==> src/rtl/restador_serie9b_pkg.sv <==
// restador_serie9b_pkg: shared constants and state encoding for the bit-serial subtractor
package restador_serie9b_pkg;

    localparam int W_DEF = 9;

    typedef enum logic {
        IDLE = 1'b0,
        RUN  = 1'b1
    } state_t;

    function automatic int cnt_w(input int w);
        return (w > 1) ? $clog2(w) : 1;
    endfunction

endpackage

==> src/rtl/restador_serie9b_fs_exacto.sv <==
// fs_exacto: exact one-bit full subtractor, mirror of the adder's full-adder cell
module fs_exacto (
    input  logic a,
    input  logic b,
    input  logic bin,
    output logic d,
    output logic bout
);

    // difference and borrow-out of a - b - bin
    always_comb begin
        d    = a ^ b ^ bin;
        bout = (~a & b) | (~(a ^ b) & bin);
    end

endmodule

==> src/rtl/restador_serie9b.sv <==
// restador_serie9b: bit-serial exact subtractor, one bit per clock, LSB first
module restador_serie9b
    import restador_serie9b_pkg::*;
#(
    parameter int W = W_DEF
) (
    input  logic         clk,
    input  logic         rst,
    input  logic         start,
    input  logic [W-1:0] A,
    input  logic [W-1:0] B,
    output logic         busy,
    output logic         valid,
    output logic [W:0]   D
);

    localparam int CW = cnt_w(W);

    state_t        state_q, state_d;
    logic [W-1:0]  a_q, a_d, b_q, b_d, res_q, res_d;
    logic [CW-1:0] cnt_q, cnt_d;
    logic [W:0]    d_q, d_d;
    logic          bor_q, bor_d, valid_q, valid_d;
    logic          dif, bout;

    fs_exacto u_fs (
        .a    (a_q[0]),
        .b    (b_q[0]),
        .bin  (bor_q),
        .d    (dif),
        .bout (bout)
    );

    // next-state: capture operands in IDLE, shift one bit per edge in RUN
    always_comb begin
        state_d = state_q;
        a_d     = a_q;
        b_d     = b_q;
        res_d   = res_q;
        cnt_d   = cnt_q;
        bor_d   = bor_q;
        d_d     = d_q;
        valid_d = 1'b0;
        if (state_q == IDLE) begin
            if (start) begin
                a_d     = A;
                b_d     = B;
                bor_d   = 1'b0;
                cnt_d   = '0;
                state_d = RUN;
            end
        end else begin
            a_d   = a_q >> 1;
            b_d   = b_q >> 1;
            res_d = {dif, res_q[W-1:1]};
            bor_d = bout;
            cnt_d = cnt_q + CW'(1);
            if (cnt_q == CW'(W - 1)) begin
                d_d     = {bout, dif, res_q[W-1:1]};
                valid_d = 1'b1;
                state_d = IDLE;
            end
        end
    end

    // state and datapath registers; reset discards any operation in flight
    always_ff @(posedge clk or posedge rst) begin
        if (rst) begin
            state_q <= IDLE;
            a_q     <= '0;
            b_q     <= '0;
            res_q   <= '0;
            cnt_q   <= '0;
            bor_q   <= 1'b0;
            d_q     <= '0;
            valid_q <= 1'b0;
        end else begin
            state_q <= state_d;
            a_q     <= a_d;
            b_q     <= b_d;
            res_q   <= res_d;
            cnt_q   <= cnt_d;
            bor_q   <= bor_d;
            d_q     <= d_d;
            valid_q <= valid_d;
        end
    end

    assign busy  = (state_q == RUN);
    assign valid = valid_q;
    assign D     = d_q;

endmodule

==> config.mk <==
export PLATFORM = sky130hd
export DESIGN_NAME = restador_serie9b
export DESIGN_NICKNAME = d
export VERILOG_FILES = /design/src/rtl/restador_serie9b_pkg.sv /design/src/rtl/restador_serie9b_fs_exacto.sv /design/src/rtl/restador_serie9b.sv
export SDC_FILE = /design/constraint.sdc
export NUM_CORES = 1
export LEC_CHECK = 0
export BUFFER_PORTS_ARGS = -buffer_cell sky130_fd_sc_hd__buf_2
export CAP_MARGIN = 0
export CORE_ASPECT_RATIO = 2
export CORE_MARGIN = 3
export CORE_UTILIZATION = 35
export CTS_CLUSTER_SIZE = 20
export DETAILED_ROUTE_END_ITERATION = 10
export GPL_TIMING_DRIVEN = 0
export SETUP_SLACK_MARGIN = 0.05
export SYNTH_ARGS = -nofsm -noshare
export SYNTH_HDL_FRONTEND = slang
export SYNTH_SLANG_ARGS = --single-unit
==> constraint.sdc <==
create_clock -name clk -period 1.2 [get_ports clk]
set_input_delay 0.12 -clock clk [delete_from_list [all_inputs] [get_ports clk]]
set_output_delay 0.12 -clock clk [all_outputs]
set_load 0.005 [all_outputs]
==> reports/qor.txt, run 1 <==
Reg-to-Reg Start: cnt_q[0]
routed wire length: 4270 um
die footprint: 6260 sq um
#FFs+latches synth: 43
site row count: 36
Worst setup SP type: flip-flop
largest area contributor in the netlist: dfrtp_1
vias per cell: 4.90
timing endpoint of the critical path: D[1]
Post-DP HPWL: 2570 um
CP top delay family: flip-flops
cell with the most instances after synthesis: dfrtp_1
Final Non-Filler Cells: 262
CORE AREA: 5000 sq um
leakage: 1.35 nW
failing checks: negative setup slack
slowest cell on the critical path: dfrtp_1
antenna violations before repair: 0
Slew HR: 0.413
initial core utilization: 0.371
Fillers: 414
slowest stage delay, CP: 400 ps
GRT Util Overall: 0.130
Cells after DPL: 235
area share of the largest cell type after synthesis: 0.580
syn avg cell area: 12.6 sq um
Max VDD drop: 1.60 mV
Tmin final: 1320 ps
Synth async-reset ratio: 1.00
EDFF count, synth: 0
Critical Path, Cell by Cell: inv_2, ha_4, nand4b_4, clkbuf_16, mux2_4
Final ANT Viol Nets: 0
CP Class: reg -> reg
Clock transition at path regs: 80 ps
CP required: 1380 ps
Data arrival, critical path: 1500 ps
Critical path origin: cnt_q[0]
endpoints failing setup: 15
routed len/inst: 16.3 um
Die Y-Extent: 109 um
RSZ-0062 raised after global routing: true
Worst-Skew Late Latency: 290 ps
Longest Clk Path Bufs: 2
R2R cell count: 5
fmax: 758 MHz
CP Buf/Inv Count: 2
met2 wire length: 2350 um
R2R Setup Slk: -120 ps
Worst-Margin Slew: 880 ps
area grow syn2layout: 45.7%
drt first pass iters: 2
worst reg2reg endpoint: D[1]
grt total ovfl: 0
Mapped Area: 1860 sq um
root buffer cell: clkbuf_8
number of global-route vias before repair: 1369
CP Depth: 5
I/O Pins: 33
Port-buffer cells: 31
Compound-Gate Fraction of Synth Area: 0.0614
top sig layer: met4
nets: 229
largest family of logic cells by synthesized area: multiplexers
period utilization: 1.10
Fin Setup TNS: -1120 ps
layout cells sized above 1: 0.600
clk sinks: 43
max-slew violations: 0
crit-path max FO: 4
Inserted Diodes: 0
initial drt markers: 19
DR DRC count: 0
routability cong.: 0.718
vias: 1284
WL met1: 1630 um
HP Class: in -> async
Synth Area in Adders: 0.0243
Mapped Cells: 147
main flop type after synthesis: dfrtp_1
H-tree levels: 2
CTS buffer count: 5
Yosys cell types: 21
mux share of post-synthesis cell area: 0.220
Setup WS post-layout: -119 ps
Power Dens Cells: 2670 nW/um^2
largest net degree at the start of global routing: 44
clock skew: 7.56 ps
Post-Synth Simple-Gate Area: 0.0641
Commonest cells post-synth: 43 x dfrtp_1, 19 x nand2_1, 18 x mux2i_1, 18 x o21ai_0, 11 x mux2_2
post-synthesis xor/xnor area fraction: 0.00944
crit path capture type: flip-flop
first-pass GRT wire length: 6360 um
CTS tree: built
top post-synthesis cells by area: dfrtp_1 58%, mux2i_1 9.7%, mux2_2 6.7%
status: complete, but fails checks
met3 wire len: 207 um
hold_buf cts: 0
Max-cap violations: 0
Die Width: 57.5 um
Mapped Nets: 171
sequential share of the synthesized area: 0.580
final hold vios: 0
Ys Warns: 0
[worst reg2reg max path, cell delays in order (launching register included)]
cell and delay (ps):
dfrtp_1 400, inv_2 70, ha_4 140, nand4b_4 130, clkbuf_16 190, mux2_4 280
[power by group]
group / switching [W] / leakage, nW / internal [W]
Clock: 0.000477 / 0.0513 / 0.000610
Sequential: 0.000522 / 0.545 / 0.00209
Combinational: 0.00137 / 0.756 / 0.00214
Total: 0.00237 / 1.35 / 0.00483
[per-layer routing]
metal,global-route usage,up-vias
met5,0,-
met1,0.148,626
met3,0.0320,8
li1,-,613
met4,0.0448,0
met2,0.232,37
[registers in the layout, indices dropped and copies added (netlist names)]
register and count:
busy 1, cnt_q 4, valid 1, bor_q 1, a_q 9, res_q 8, D 10, b_q 9
[worst min path at each step]
| stage | from | to | depth (start not counted) | slack, ps |
|---|---|---|---|---|
| detailed placement | rst | b_q[1] | 2 | 360 |
| floorplan | A[8] | a_q[8] | 2 | 280 |
| CTS | rst | a_q[4] | 2 | 50 |
| finish | rst | b_q[1] | 2 | 8 |
| global route | rst | b_q[1] | 2 | 80 |
| global placement | B[8] | b_q[8] | 3 | 370 |
[per-stage QoR]
step	instance area, sq um	worst slack (ps)	utilization	power, W	hold slack, ps
3_5_place_dp	2090	-225	0.419	0.00443	365
4_1_cts	2300	-134	0.461	0.00582	46.2
2_1_floorplan	1870	-101	-	0.00380	276
5_1_grt	2700	-169	0.541	0.00766	76.5
6_report	2700	-119	0.541	0.00720	8.16
3_3_place_gp	2090	-442	0.419	0.00430	370
[cells in the final DEF, fill, tap and decap left out, drive strengths merged]
cell	n
mux2i	18
o31ai	2
ha	2
nand2	19
o21ai	18
xor2	1
a22o	1
nand2b	2
nand4b	1
buf	54
bufinv	1
nor2	4
mux2	18
xnor2	1
fa	1
nand3	1
inv	6
dfrtp	43
clkbuf	12
[final cells by class]
type,count,area [sq um],share of cell area
inverters,6,25.0,0.00926
plain buffers,9,111,0.0412
flip-flops and latches,43,1080,0.399
clock inverters,1,30.0,0.0111
repair buffers,51,409,0.151
clock buffers,6,72.6,0.0269
well taps,57,71.3,0.0264
multi-input cells,89,906,0.335
[logic make-up (layout without fill, tap and decap cells)]
family,Yosys count,in the layout
DFF,43,43
muxes,36,36
and+or+nand+nor,27,27
AOI/OAI and AO/OA,21,21
buffers and inverters,15,73
adders and majority gates,3,3
xor gates and xnor gates,2,2
[repair_timing]
| action | in CTS | in global routing |
|---|---|---|
| pin swaps | 1 | 8 |
| endpoints found under the hold margin | 0 | 0 |
| resized for setup | 15 | 88 |
| buffers inserted | 6 | 12 |
| cloned | 1 | 3 |
| endpoints found under the setup margin | 43 | 34 |
No activity file was read; power rests on OpenSTA's default activity.
==> run 2, diff against run 1 <==
BUFFER_PORTS_ARGS = unset   (was -buffer_cell sky130_fd_sc_hd__buf_2)
DONT_BUFFER_PORTS = 1   (was unset)
==> run 2 against run 1 <==
Effect of this change:
- via count shrank 11%
- core utilization shrank 10 points
- highest routed layer unchanged
- critical endpoint is now D[0]
- the run still ends with negative setup slack left
- clock power shrank 15%
- sequential share of layout area grew 9.1 points
- largest power group is now registers
==> reports/qor.txt, run 2 (same netlist as run 1, synthesis figures left out) <==
crit path capture type: flip-flop
R2R Setup Slk: -110 ps
most frequent cells in the layout: 42 x dfrtp_1, 18 x mux2i_1, 18 x nand2_1
RSZ-0062 raised after global routing: true
Worst setup SP type: flip-flop
Final ANT Viol Nets: 0
combinational share of power: 0.375
layout cells sized above 1: 0.335
root buffer cell: clkbuf_8
routed len/inst: 15.9 um
Pint: 0.00372 W
die footprint: 6260 sq um
Longest Clk Path Bufs: 2
area grow syn2layout: 18.5%
number of global-route vias before repair: 1277
antenna violations before repair: 0
final non-filler cell area: 2200 sq um
Slew HR: 0.516
Final Core Density: 0.440
HP Class: in -> reg
Cells after DPL: 204
Tmin final: 1310 ps
site row count: 36
clk sinks: 43
largest net degree at the start of global routing: 44
first-pass GRT wire length: 6000 um
initial drt markers: 21
Sequential Power Share: 0.459
vias per cell: 5.11
Fin Setup TNS: -953 ps
I/O Pins: 33
Worst-Margin Slew: 726 ps
endpoints failing setup: 12
Power Dens Cells: 2530 nW/um^2
clock skew: 8.61 ps
leakage: 1.05 nW
Multi-input gate area: 737 sq um
Inserted Diodes: 0
sw frac: 0.332
Clock transition at path regs: 90 ps
max-slew violations: 0
Setup WS post-layout: -108 ps
Die Y-Extent: 109 um
slowest cell on the critical path: dfrtp_1
Max VDD drop: 1.48 mV
Worst-Skew Late Latency: 290 ps
Die Width: 57.5 um
fmax: 764 MHz
Net Sw Power: 0.00185 W
Port-buffer cells: 0
slowest stage delay, CP: 390 ps
grt total ovfl: 0
GRT Util Overall: 0.124
CORE AREA: 5000 sq um
CP Class: reg -> reg
CTS tree: built
vias: 1144
CP top delay family: flip-flops
DP Worst Slack: -232 ps
routed wire length: 3560 um
drt first pass iters: 3
routability cong.: 0.675
crit-path max FO: 4
max reg flops: 10
Critical Path, Cell by Cell: inv_2, ha_4, nand4b_4, clkbuf_16, mux2_4
initial core utilization: 0.371
register area: 1080 sq um
CTS buffer count: 5
H-tree levels: 2
DR DRC count: 0
CP required: 1390 ps
Data arrival, critical path: 1500 ps
status: complete, but fails checks
Clock power frac: 0.166
Final Non-Filler Cells: 224
CP Buf/Inv Count: 2
failing checks: negative setup slack
period utilization: 1.09
placed instance area: 1940 sq um
Post-DP HPWL: 2480 um
Max-cap violations: 0
nets: 190
most common cell after layout, fill and taps aside: dfrtp_1
final hold vios: 0
Fillers: 462
==> run 2: cell types whose count changed in the layout (fill, tap and decap cells not counted), moves of 6 or more <==
| cell | previous run | this run |
|---|---|---|
| buf_2 | 30 | 1 |
| nand2_4 | 8 | 0 |
| mux2_2 | 4 | 10 |
| o21ai_2 | 10 | 0 |
| nand2_2 | 9 | 1 |
| o21ai_0 | 0 | 13 |
| mux2_4 | 14 | 8 |
| nand2_1 | 2 | 18 |
==> run 2: worst paths after layout <==
check | end | startpoint | depth (start not counted)
worst max-delay path | D[0] | cnt_q[1] | 5
worst min-delay path | a_q[8] | A[8] | 2
worst max register to register | D[0] | cnt_q[1] | 5
worst min register to register | b_q[0] | b_q[1] | 2
max in group asynchronous | busy | rst | 2
min in group asynchronous | res_q[7] | rst | 2
==> run 2: layer usage <==
| metal | track usage | vias to the layer above | wire length [um] |
|---|---|---|---|
| met5 | 0 | - | 0 |
| met4 | 0.0348 | 0 | 48 |
| met3 | 0.0450 | 6 | 229 |
| met2 | 0.214 | 32 | 1900 |
| met1 | 0.141 | 573 | 1380 |
| li1 | - | 533 | - |
==> run 2: power by group through the flow <==
stage / registers, W / clock network [W] / logic (W)
floorplan: 0.00244 / 0 / 0.00136
global placement: 0.00256 / 0 / 0.00156
detailed placement: 0.00260 / 0 / 0.00165
CTS: 0.00257 / 0.000948 / 0.00203
global route: 0.00266 / 0.00101 / 0.00233
finish: 0.00256 / 0.000925 / 0.00209
==> run 2: what timing repair did <==
item / CTS / global route
buffers inserted: 7 / 2
resized for setup: 19 / 12
hold buffers: 2 / 0
hold endpoints to repair: 44 / 0
pin swaps: 1 / 2
gates cloned: 1 / 0
setup endpoints to repair: 42 / 80
==> run 2: stage by stage <==
stage | total power (W) | hold WS (ps)
floorplan | 0.00380 | 276
global placement | 0.00411 | 288
detailed placement | 0.00425 | 239
CTS | 0.00554 | 12.4
global route | 0.00599 | 22.5
finish | 0.00557 | 18.6
==> run 2: final cells by class <==
| cell class | instances | area share |
|---|---|---|
| plain buffers | 9 | 0.0370 |
| clock buffers | 5 | 0.0313 |
| clock inverters | 3 | 0.0108 |
| inverters | 6 | 0.0108 |
| multi-input cells | 89 | 0.335 |
| flip-flops and latches | 43 | 0.490 |
| well taps | 57 | 0.0324 |
| repair buffers | 12 | 0.0529 |
==> run 3, diff against run 2 <==
PLACE_DENSITY = 0.59   (was unset)
==> run 3 against run 2 <==
Effect of this change:
- the run still ends with negative setup slack left
- total power rose by 0.88%
- cell count fell by 0.45%
- worst hold slack got worse by 8.1 ps
- sequential power barely moved
- wire length rose by 0.36%
- critical path depth did not move
- clock skew rose by 0.99 ps
- register-to-register slack got worse by 30 ps
- clock power rose by 7.6%
- via count rose by 1.1%
- worst setup slack got worse by 31 ps
==> reports/qor.txt, run 3 (same netlist as run 1, synthesis figures left out) <==
grt total ovfl: 0
Fin Setup TNS: -1240 ps
max-slew violations: 0
Fillers: 467
Port-buffer cells: 0
vias per cell: 5.19
Die Width: 57.5 um
crit-path max FO: 4
most common cell after layout, fill and taps aside: dfrtp_1
Critical path origin: cnt_q[1]
I/O Pins: 33
routability cong.: 0.688
Worst-Skew Late Latency: 290 ps
final hold vios: 0
initial core utilization: 0.371
CORE AREA: 5000 sq um
drt first pass iters: 4
number of global-route vias before repair: 1265
nets: 189
max reg flops: 10
DR DRC count: 0
vias: 1157
HP Class: in -> reg
area grow syn2layout: 18.7%
fmax: 747 MHz
endpoints failing setup: 11
most frequent cells in the layout: 42 x dfrtp_1, 18 x mux2i_1, 18 x nand2_1
Reg-to-Reg Start: cnt_q[1]
Multi-input gate area: 747 sq um
Setup WS post-layout: -139 ps
clock skew: 9.59 ps
largest net degree at the start of global routing: 44
Fin Hold WS: 10.5 ps
R2R Setup Slk: -140 ps
Power Dens Cells: 2550 nW/um^2
R2R cell count: 5
routed wire length: 3580 um
register area: 1080 sq um
Worst-Margin Slew: 721 ps
Slew HR: 0.519
initial drt markers: 25
leakage: 1.05 nW
die footprint: 6260 sq um
Longest Clk Path Bufs: 2
Max VDD drop: 1.47 mV
Data arrival, critical path: 1520 ps
Final ANT Viol Nets: 0
failing checks: negative setup slack
antenna violations before repair: 0
Inserted Diodes: 0
crit path capture type: flip-flop
CTS buffer count: 5
worst reg2reg endpoint: D[0]
Tmin final: 1340 ps
routed len/inst: 16.0 um
status: complete, but fails checks
period utilization: 1.12
root buffer cell: clkbuf_8
Worst setup SP type: flip-flop
timing endpoint of the critical path: D[0]
site row count: 36
Max-cap violations: 0
GRT Util Overall: 0.126
RSZ-0062 raised after global routing: true
first-pass GRT wire length: 6000 um
Power Total: 0.00562 W
H-tree levels: 2
layout cells sized above 1: 0.331
CP Class: reg -> reg
Die Y-Extent: 109 um
CTS tree: built
Post-DP HPWL: 2480 um
Clock transition at path regs: 80 ps
CP required: 1380 ps
clk sinks: 43
[run 3: cell count changes in the layout (fill, tap and decap cells not counted)]
cell        previous run  this run
clkbuf_8               5         7
o21ai_0               13        16
buf_6                  3         2
buf_8                  2         1
o21ai_1                5         2
ha_4                   1         2
clkinvlp_4             2         1
ha_2                   1         0
buf_4                 10        11
inv_6                  1         0
[run 3: routing by layer]
metal,up-vias,part of all wire,global-route usage
met2,38,0.55,0.222
met4,0,0.020,0.0464
met5,-,0,0
met3,7,0.069,0.0533
li1,535,-,-
met1,577,0.36,0.131
[run 3: how the worst min path moves through the flow]
stage / depth (start not counted) / endpoint / from
3_3_place_gp: 2 / b_q[8] / B[8]
3_5_place_dp: 1 / b_q[3] / rst
5_1_grt: 2 / a_q[8] / A[8]
2_1_floorplan: 2 / a_q[8] / A[8]
4_1_cts: 2 / a_q[8] / A[8]
6_report: 2 / a_q[8] / A[8]
[run 3: final cells by class]
type	count	share of cell area
multi-input combinational	89	0.339
clock buffer	7	0.0438
clock inverter	1	0.00341
inverter	6	0.0108
sequential	43	0.489
tap	57	0.0324
buffer	9	0.0318
timing repair buffer	11	0.0494
[run 3: per-stage QoR]
stage	worst slack [ps]	area (sq um)	util	cells
floorplan	-101	1870	-	147
global placement	-322	1940	0.388	204
detailed placement	-208	1940	0.388	204
CTS	-143	2180	0.437	222
global route	-184	2200	0.440	223
finish	-139	2200	0.440	223
[run 3: what timing repair did]
item / 4_1_cts / 5_1_grt
hold endpoints to repair: 44 / 0
pin swaps: 2 / 3
hold buffers: 2 / 0
gates resized for setup: 19 / 7
endpoints found under the setup margin: 42 / 76
setup buffers: 7 / 2
cloned: 1 / 0
[run 3: critical path, cell delays in order (launching register included)]
cell	delay [ps]
dfrtp_1	400
inv_2	90
ha_4	150
nand4b_4	130
clkbuf_16	190
mux2_4	290
[run 3: power by group]
| part | leakage, nW | switching (W) | internal (W) | total [W] |
|---|---|---|---|---|
| clock | 0.0505 | 0.000472 | 0.000523 | 0.000995 |
| sequential | 0.545 | 0.000475 | 0.00209 | 0.00256 |
| combinational | 0.459 | 0.000867 | 0.00119 | 0.00206 |
| total | 1.05 | 0.00181 | 0.00380 | 0.00562 |
